### src/rtl/dmem_uart_pkg.sv
// -----------------------------------------------------------------------------
// dmem_uart_pkg
// Shared types and constants for the memory-mapped UART transmitter.
//   tx_state_t       : transmitter FSM states. PARITY exists in every build but
//                      is only reachable when DMEM_UART_TX_PARITY_EN is defined.
//   REG_TXDATA/STATUS: word offsets from BASE_ADDR.
//   STAT_*           : bit positions inside the STATUS read word.
// -----------------------------------------------------------------------------
package dmem_uart_pkg;

    typedef enum logic [2:0] {
        IDLE   = 3'd0,
        START  = 3'd1,
        DATA   = 3'd2,
        PARITY = 3'd3,
        STOP   = 3'd4
    } tx_state_t;

    localparam int unsigned REG_TXDATA = 0;
    localparam int unsigned REG_STATUS = 1;

    localparam int unsigned STAT_BUSY      = 0;
    localparam int unsigned STAT_FULL      = 1;
    localparam int unsigned STAT_EMPTY     = 2;
    localparam int unsigned STAT_OVF       = 3;
    localparam int unsigned STAT_COUNT_LSB = 4;
    localparam int unsigned STAT_COUNT_W   = 4;
    localparam int unsigned STAT_PAR_CAP   = 8;

endpackage

### src/rtl/tx_fifo.sv
// -----------------------------------------------------------------------------
// tx_fifo
// Small synchronous byte FIFO feeding the UART transmitter.
// Ports:
//   clk, rst      : clock (rising edge), asynchronous active-high reset
//   push, din     : write request and byte; ignored when full unless a pop
//                   happens in the same cycle (the freed slot is reused)
//   pop, dout     : read request; dout always shows the head entry
//   full, empty   : occupancy flags
//   count         : number of stored entries (wr_ptr - rd_ptr)
// Pointers carry one extra bit so full and empty are distinguishable; they
// wrap naturally. Reset only clears the pointers, the storage is left as is.
// -----------------------------------------------------------------------------
module tx_fifo #(
    parameter int DEPTH = 4
) (
    input  logic                       clk,
    input  logic                       rst,
    input  logic                       push,
    input  logic                       pop,
    input  logic [7:0]                 din,
    output logic [7:0]                 dout,
    output logic                       full,
    output logic                       empty,
    output logic [$clog2(DEPTH):0]     count
);

    localparam int AW = $clog2(DEPTH);
    localparam logic [AW:0] PTR_ONE = (AW + 1)'(1);
    localparam logic [AW:0] PTR_DEPTH = (AW + 1)'(DEPTH);

    logic [AW:0] wr_ptr_q, wr_ptr_d;
    logic [AW:0] rd_ptr_q, rd_ptr_d;
    logic [7:0]  mem_q [DEPTH];
    logic        do_push, do_pop;

    assign count = wr_ptr_q - rd_ptr_q;
    assign empty = (wr_ptr_q == rd_ptr_q);
    assign full  = (count == PTR_DEPTH);
    assign dout  = mem_q[rd_ptr_q[AW-1:0]];

    always_comb begin
        do_pop   = pop && !empty;
        // A pop in the same cycle frees the head slot, so a push while full
        // still fits.
        do_push  = push && (!full || do_pop);
        wr_ptr_d = wr_ptr_q;
        rd_ptr_d = rd_ptr_q;
        if (do_push) begin
            wr_ptr_d = wr_ptr_q + PTR_ONE;
        end
        if (do_pop) begin
            rd_ptr_d = rd_ptr_q + PTR_ONE;
        end
    end

    always_ff @(posedge clk or posedge rst) begin
        if (rst) begin
            wr_ptr_q <= '0;
            rd_ptr_q <= '0;
        end else begin
            wr_ptr_q <= wr_ptr_d;
            rd_ptr_q <= rd_ptr_d;
        end
    end

    always_ff @(posedge clk) begin
        if (do_push) begin
            mem_q[wr_ptr_q[AW-1:0]] <= din;
        end
    end

endmodule

### src/rtl/dmem_uart_tx.sv
// -----------------------------------------------------------------------------
// dmem_uart_tx
// UART transmitter sitting on the core's data-memory bus next to the RAM.
// Bytes written to TXDATA are queued in tx_fifo and sent 8N1, LSB first.
// Optional feature macro: DMEM_UART_TX_PARITY_EN adds an even-parity bit
// between the data bits and the stop bit and sets STATUS[8].
// Ports:
//   CLK      : system clock, rising edge
//   RSTa     : asynchronous reset, active high
//   ADDRESS  : bus word address
//   DATA_IN  : bus write data (TXDATA uses [7:0], STATUS write uses [3])
//   READ     : bus read strobe
//   WRITE    : bus write strobe, sampled on rising CLK
//   DATA_OUT : combinational read data, zero unless READ && HIT
//   HIT      : ADDRESS is one of this block's two registers
//   TXD      : serial output, idle high
// Register map (word offsets from BASE_ADDR):
//   0 TXDATA : write pushes DATA_IN[7:0], reads as 0
//   1 STATUS : {count[7:4], OVF[3], EMPTY[2], FULL[1], BUSY[0]};
//              writing 1 to bit 3 clears OVF
// -----------------------------------------------------------------------------
module dmem_uart_tx
    import dmem_uart_pkg::*;
#(
    parameter int                DATA_W       = 32,
    parameter int                ADDR_W       = 10,
    parameter logic [ADDR_W-1:0] BASE_ADDR    = 'h3F0,
    parameter int                CLKS_PER_BIT = 434,
    parameter int                FIFO_DEPTH   = 4
) (
    input  logic              CLK,
    input  logic              RSTa,
    input  logic [ADDR_W-1:0] ADDRESS,
    input  logic [DATA_W-1:0] DATA_IN,
    input  logic              READ,
    input  logic              WRITE,
    output logic [DATA_W-1:0] DATA_OUT,
    output logic              HIT,
    output logic              TXD
);

    localparam int               CNT_W    = $clog2(CLKS_PER_BIT);
    localparam int               FAW      = $clog2(FIFO_DEPTH);
    localparam logic [CNT_W-1:0] CNT_LAST = CNT_W'(CLKS_PER_BIT - 1);
    localparam logic [CNT_W-1:0] CNT_ONE  = CNT_W'(1);

    logic [ADDR_W-1:0] offset;
    logic              hit;
    logic              wr_txdata, wr_status;

    logic [7:0]        fifo_dout;
    logic              fifo_full, fifo_empty, fifo_pop;
    logic [FAW:0]      fifo_count;

    tx_state_t         state_q, state_d;
    logic [CNT_W-1:0]  cnt_q, cnt_d;
    logic [2:0]        bit_idx_q, bit_idx_d;
    logic [7:0]        shift_q, shift_d;
    logic              txd_q, txd_d;
    logic              ovf_q, ovf_d;
    logic              baud_done;
    logic              busy;
    logic [DATA_W-1:0] status_word;
`ifdef DMEM_UART_TX_PARITY_EN
    logic              parity_q, parity_d;
`endif

    // Only DATA_IN[7:0] and the OVF-clear bit carry meaning.
    logic unused_data_hi;
    assign unused_data_hi = &{1'b0, DATA_IN[DATA_W-1:8]};

    // Offset arithmetic keeps the window check to one compare.
    assign offset    = ADDRESS - BASE_ADDR;
    assign hit       = (offset < ADDR_W'(2));
    assign HIT       = hit;
    assign wr_txdata = WRITE && hit && (offset == ADDR_W'(REG_TXDATA));
    assign wr_status = WRITE && hit && (offset == ADDR_W'(REG_STATUS));

    tx_fifo #(
        .DEPTH (FIFO_DEPTH)
    ) u_fifo (
        .clk   (CLK),
        .rst   (RSTa),
        .push  (wr_txdata),
        .pop   (fifo_pop),
        .din   (DATA_IN[7:0]),
        .dout  (fifo_dout),
        .full  (fifo_full),
        .empty (fifo_empty),
        .count (fifo_count)
    );

    assign baud_done = (cnt_q == CNT_LAST);
    assign busy      = (state_q != IDLE) || !fifo_empty;

    // TXD is registered from the current state, so the line lags the FSM by
    // one cycle: a write edge shows up as a falling TXD two edges later.
    always_comb begin
        state_d   = state_q;
        cnt_d     = cnt_q;
        bit_idx_d = bit_idx_q;
        shift_d   = shift_q;
        txd_d     = 1'b1;
        fifo_pop  = 1'b0;
`ifdef DMEM_UART_TX_PARITY_EN
        parity_d  = parity_q;
`endif

        if (state_q != IDLE) begin
            cnt_d = baud_done ? '0 : (cnt_q + CNT_ONE);
        end

        case (state_q)
            IDLE: begin
                txd_d = 1'b1;
                if (!fifo_empty) begin
                    fifo_pop = 1'b1;
                    state_d  = START;
                    cnt_d    = '0;
                end
            end
            START: begin
                txd_d = 1'b0;
                if (baud_done) begin
                    state_d   = DATA;
                    bit_idx_d = 3'd0;
                end
            end
            DATA: begin
                txd_d = shift_q[0];
                if (baud_done) begin
                    shift_d = {1'b0, shift_q[7:1]};
                    if (bit_idx_q == 3'd7) begin
`ifdef DMEM_UART_TX_PARITY_EN
                        state_d = PARITY;
`else
                        state_d = STOP;
`endif
                    end else begin
                        bit_idx_d = bit_idx_q + 3'd1;
                    end
                end
            end
            PARITY: begin
`ifdef DMEM_UART_TX_PARITY_EN
                txd_d = parity_q;
                if (baud_done) begin
                    state_d = STOP;
                end
`else
                state_d = IDLE;
`endif
            end
            STOP: begin
                txd_d = 1'b1;
                if (baud_done) begin
                    // Chain straight into the next frame when more data waits.
                    if (!fifo_empty) begin
                        fifo_pop = 1'b1;
                        state_d  = START;
                    end else begin
                        state_d  = IDLE;
                    end
                end
            end
            default: begin
                state_d = IDLE;
            end
        endcase

        if (fifo_pop) begin
            shift_d  = fifo_dout;
`ifdef DMEM_UART_TX_PARITY_EN
            // Captured at load time because the shift register is consumed.
            parity_d = ^fifo_dout;
`endif
        end
    end

    always_comb begin
        ovf_d = ovf_q;
        if (wr_status && DATA_IN[STAT_OVF]) begin
            ovf_d = 1'b0;
        end
        if (wr_txdata && fifo_full && !fifo_pop) begin
            ovf_d = 1'b1;
        end
    end

    always_comb begin
        status_word = '0;
        status_word[STAT_BUSY]  = busy;
        status_word[STAT_FULL]  = fifo_full;
        status_word[STAT_EMPTY] = fifo_empty;
        status_word[STAT_OVF]   = ovf_q;
        status_word[STAT_COUNT_LSB +: STAT_COUNT_W] = STAT_COUNT_W'(fifo_count);
`ifdef DMEM_UART_TX_PARITY_EN
        status_word[STAT_PAR_CAP] = 1'b1;
`endif
        DATA_OUT = '0;
        if (READ && hit && (offset == ADDR_W'(REG_STATUS))) begin
            DATA_OUT = status_word;
        end
    end

    always_ff @(posedge CLK or posedge RSTa) begin
        if (RSTa) begin
            state_q   <= IDLE;
            cnt_q     <= '0;
            bit_idx_q <= '0;
            txd_q     <= 1'b1;
            ovf_q     <= 1'b0;
        end else begin
            state_q   <= state_d;
            cnt_q     <= cnt_d;
            bit_idx_q <= bit_idx_d;
            txd_q     <= txd_d;
            ovf_q     <= ovf_d;
        end
    end

    always_ff @(posedge CLK) begin
        shift_q  <= shift_d;
`ifdef DMEM_UART_TX_PARITY_EN
        parity_q <= parity_d;
`endif
    end

    assign TXD = txd_q;

endmodule

### config.mk
export PLATFORM = sky130hd
export DESIGN_NAME = dmem_uart_tx
export DESIGN_NICKNAME = d
export VERILOG_FILES = /design/src/rtl/dmem_uart_pkg.sv /design/src/rtl/tx_fifo.sv /design/src/rtl/dmem_uart_tx.sv
export SDC_FILE = /design/constraint.sdc
export NUM_CORES = 1
export LEC_CHECK = 0
export ABC_AREA = 1
export CORE_MARGIN = 2
export CORE_UTILIZATION = 45
export CTS_CLUSTER_DIAMETER = 150
export DETAILED_ROUTE_END_ITERATION = 6
export HOLD_SLACK_MARGIN = 0.02
export PLACE_DENSITY = 0.74
export SLEW_MARGIN = 20
export SYNTH_ARGS = -nofsm -noshare
export SYNTH_HDL_FRONTEND = slang
export SYNTH_SLANG_ARGS = --single-unit
### constraint.sdc
create_clock -name CLK -period 4 [get_ports CLK]
set_input_delay 0.4 -clock CLK [delete_from_list [all_inputs] [get_ports CLK]]
set_output_delay 0.4 -clock CLK [all_outputs]
set_load 0.03 [all_outputs]
==> impl_metrics.env <==
export IMPL_status="finished, final reports clean"
export IMPL_fmaxAchievable_ghz=0.302
export IMPL_cpMaxStageDelayCell="clkdlybuf4s50_1"
export IMPL_grt_max_degree=24
export IMPL_ys_warn_count=0
export IMPL_ir_drop_mv=0.331
export IMPL_final_hold_viol_count=0
export IMPL_place_gp_congestion=0.806
export IMPL_cts_resized=0
export IMPL_ios=80
export IMPL_setup_viol=0
export IMPL_numCtsBuffers=9
export IMPL_hold_depth=2
export IMPL_clkPwrFrac_pct=29.4
export IMPL_seqPwrFrac_pct=39.0
export IMPL_tns_ns=0
export IMPL_placedCellCount=459
export IMPL_layout_drive_gt1_share_pct=12.5
export IMPL_h_tree_depth=3
export IMPL_clk_latency_ns=0.35
export IMPL_clockRootBuffer="clkbuf_8"
export IMPL_synth_async_reset_ratio_pct=36.5
export IMPL_r2r_slack_ns=0.99
export IMPL_skew_ns=0.0101
export IMPL_yosysUniqueCellTypes=33
export IMPL_critPathMaxStageDelay_ns=0.71
export IMPL_p_sw_mw=0.862
export IMPL_critPathMaxFanout=11
export IMPL_max_cap_viol_count=0
export IMPL_die_w_um=89.2
export IMPL_slew_violations=0
export IMPL_start_kind="flop"
export IMPL_grt_pass1_wl_um=9550
export IMPL_core_um2=7140
export IMPL_clk_pin_slew_ns=0.07
export IMPL_layout_commonest_cell="nand2_1"
export IMPL_port_buffers=30
export IMPL_dp_hpwl_um=4090
export IMPL_avgSynthCellArea_um2=9.77
export IMPL_synth_ff_type="edfxtp_1"
export IMPL_critPathRequiredTime_ns=3.60
export IMPL_start_util_pct=45.7
export IMPL_p_leak_nw=1.61
export IMPL_path_class="flop to primary output"
export IMPL_ant_nets=0
export IMPL_postCtsHoldBufs=0
export IMPL_fin_crit_ns=3.31
export IMPL_crit_arrival_ns=2.91
export IMPL_grt_pass1_vias=2056
export IMPL_vias_per_cell=4.81
export IMPL_grt_overflow=0
export IMPL_track_usage_pct=16.0
export IMPL_fin_nets=429
export IMPL_cts_setup_buffers=0
export IMPL_synth_edff_count=40
export IMPL_drt_wl_total_um=5880
export IMPL_wl_per_cell_um=12.4
export IMPL_p_per_area_nw_per_um2=618
export IMPL_crit_path_frequent_cell="nand2_1"
export IMPL_relSlewSlack_pct=40.4
export IMPL_cts_sinks=63
export IMPL_syn_instance_count=334
export IMPL_grt_setup_unrepaired="no"
export IMPL_clockBufferDepth=2
export IMPL_worstMarginPinSlew_ns=0.894
export IMPL_fin_cells=475
export IMPL_p_comb_share_pct=31.6
export IMPL_placementRows=31
export IMPL_fillCellCount=611
export IMPL_cts_tree="built"
export IMPL_vias=2286
export IMPL_die_y_um=89.2
export IMPL_syn_area_um2=3260
export IMPL_reg2regPathDepth=9
export IMPL_num_antenna_cells=0
export IMPL_endpoint_kind="primary output"
export IMPL_antenna_found_initial=0
export IMPL_die_area_um2=7950
export IMPL_ys_ff_latch=63
export IMPL_cp_cell_sequence="clkinv_1, fa_1, nand2_1, nand2_1, nor3_1, clkdlybuf4s50_1"
export IMPL_drt_iter0_drc=131
export IMPL_swShare_pct=36.6
export IMPL_final_cell_mix="nand2_1 (63), edfxtp_1 (40), nor2_1 (32)"
export IMPL_firstDrtPassIters=4
export IMPL_ys_seq_area_share_pct=54.5
export IMPL_drc=0
export IMPL_hp_class="flop to flop"
export IMPL_syn2layout_area_growth_pct=17.0
export IMPL_timing_final_crit_share_pct=82.7
export IMPL_intPower_mw=1.50
[cells in the mapped netlist (2+ instances only)]
| cell | n | area (um2) |
|---|---|---|
| dfrtp_1 | 22 | 551 |
| inv_2 | 9 | 33.8 |
| xnor2_1 | 2 | 17.5 |
| buf_2 | 2 | 10.0 |
| edfxtp_1 | 40 | 1200 |
| nand3_2 | 2 | 20.0 |
| ha_1 | 11 | 138 |
| inv_1 | 25 | 93.8 |
| a21oi_1 | 6 | 30.0 |
| nand4_1 | 4 | 25.0 |
| buf_4 | 25 | 188 |
| o21ai_0 | 17 | 85.1 |
| nor2_2 | 7 | 43.8 |
| nand3_1 | 23 | 115 |
| nor2_1 | 32 | 120 |
| o22ai_1 | 10 | 62.6 |
| nor3_1 | 3 | 15.0 |
| nand2_4 | 5 | 56.3 |
| o21ai_1 | 8 | 40.0 |
| nand2_1 | 63 | 236 |
| nand2_2 | 3 | 18.8 |
| xor2_1 | 4 | 35.0 |
[routing by layer]
metal	global-route usage, %	vias to the layer above	part of all wire, %
met5	0	-	0
met4	5.70	0	2.1
met3	4.99	12	4.2
met2	25.5	55	48
met1	20.8	1078	45
li1	-	1141	-
[registers in the layout, summed over array words and instances, names as in the netlist]
name / cells
u_fifo.rd_ptr_q: 3
TXD: 1
u_fifo.wr_ptr_q: 3
bit_idx_q: 3
cnt_q: 9
ovf_q: 1
shift_q: 8
u_fifo.mem_q: 32
state_q: 3
[per-stage QoR]
| step | utilization (%) | setup WS [ns] | hold WS, ns | area [um2] | power [mW] |
|---|---|---|---|---|---|
| after floorplan | - | 1.60 | 0.401 | 3350 | 1.53 |
| after global placement | 50.0 | 1.06 | 0.436 | 3570 | 1.65 |
| after detailed placement | 50.0 | 0.986 | 0.438 | 3570 | 1.68 |
| after CTS | 53.5 | 0.680 | 0.455 | 3820 | 2.37 |
| after global routing | 53.5 | 0.447 | 0.475 | 3820 | 2.52 |
| final | 53.5 | 0.692 | 0.454 | 3820 | 2.36 |
[layout make-up]
cell class                 count  area [um2]  share of cell area, %
sequential                    63        1780                   46.6
timing repair buffer          30         300                   7.86
tap                           99         124                   3.24
clock buffer                   9         124                   3.24
clock inverter                 7         125                   3.28
multi-input combinational    232        1240                   32.4
inverter                      35         131                   3.44
[logic make-up (layout without fill, tap and decap cells)]
group                      Yosys count  count (layout)  synth area share, %
other                                1              25                0.115
and+or+nand+nor                    145             145                 20.9
AOI/OAI and AO/OA                   44              44                 7.67
xor gates and xnor gates             6               6                 1.61
adders and majority gates           12              12                 4.83
buffers and inverters               63              81                 10.4
DFF                                 63              63                 54.5
[final timing paths]
kind | from | end
setup reg to reg | u_fifo.rd_ptr_q[1] | u_fifo.mem_q[0][1]
hold reg to reg | shift_q[0] | TXD
max in group asynchronous | RSTa | u_fifo.rd_ptr_q[0]
min in group asynchronous | RSTa | u_fifo.rd_ptr_q[2]
hold / removal | shift_q[0] | TXD
setup / recovery | u_fifo.rd_ptr_q[1] | DATA_OUT[1]
[power groups by stage]
stage          Sequential, mW  Combinational, mW  Clock (mW)
2_1_floorplan           0.905              0.621           0
3_3_place_gp            0.925              0.721           0
3_5_place_dp            0.931              0.744           0
4_1_cts                 0.918              0.745       0.702
5_1_grt                 0.932              0.849       0.740
6_report                0.920              0.746       0.693
[worst max-delay path: cells and delay by family, from the launching register on]
kind | cells | cell delay, ns
adders and majority gates | 1 | 0.55
buffers and inverters | 2 | 1.10
DFF | 1 | 0.55
and+or+nand+nor | 3 | 0.36
Power figures use the tool's default switching activity.
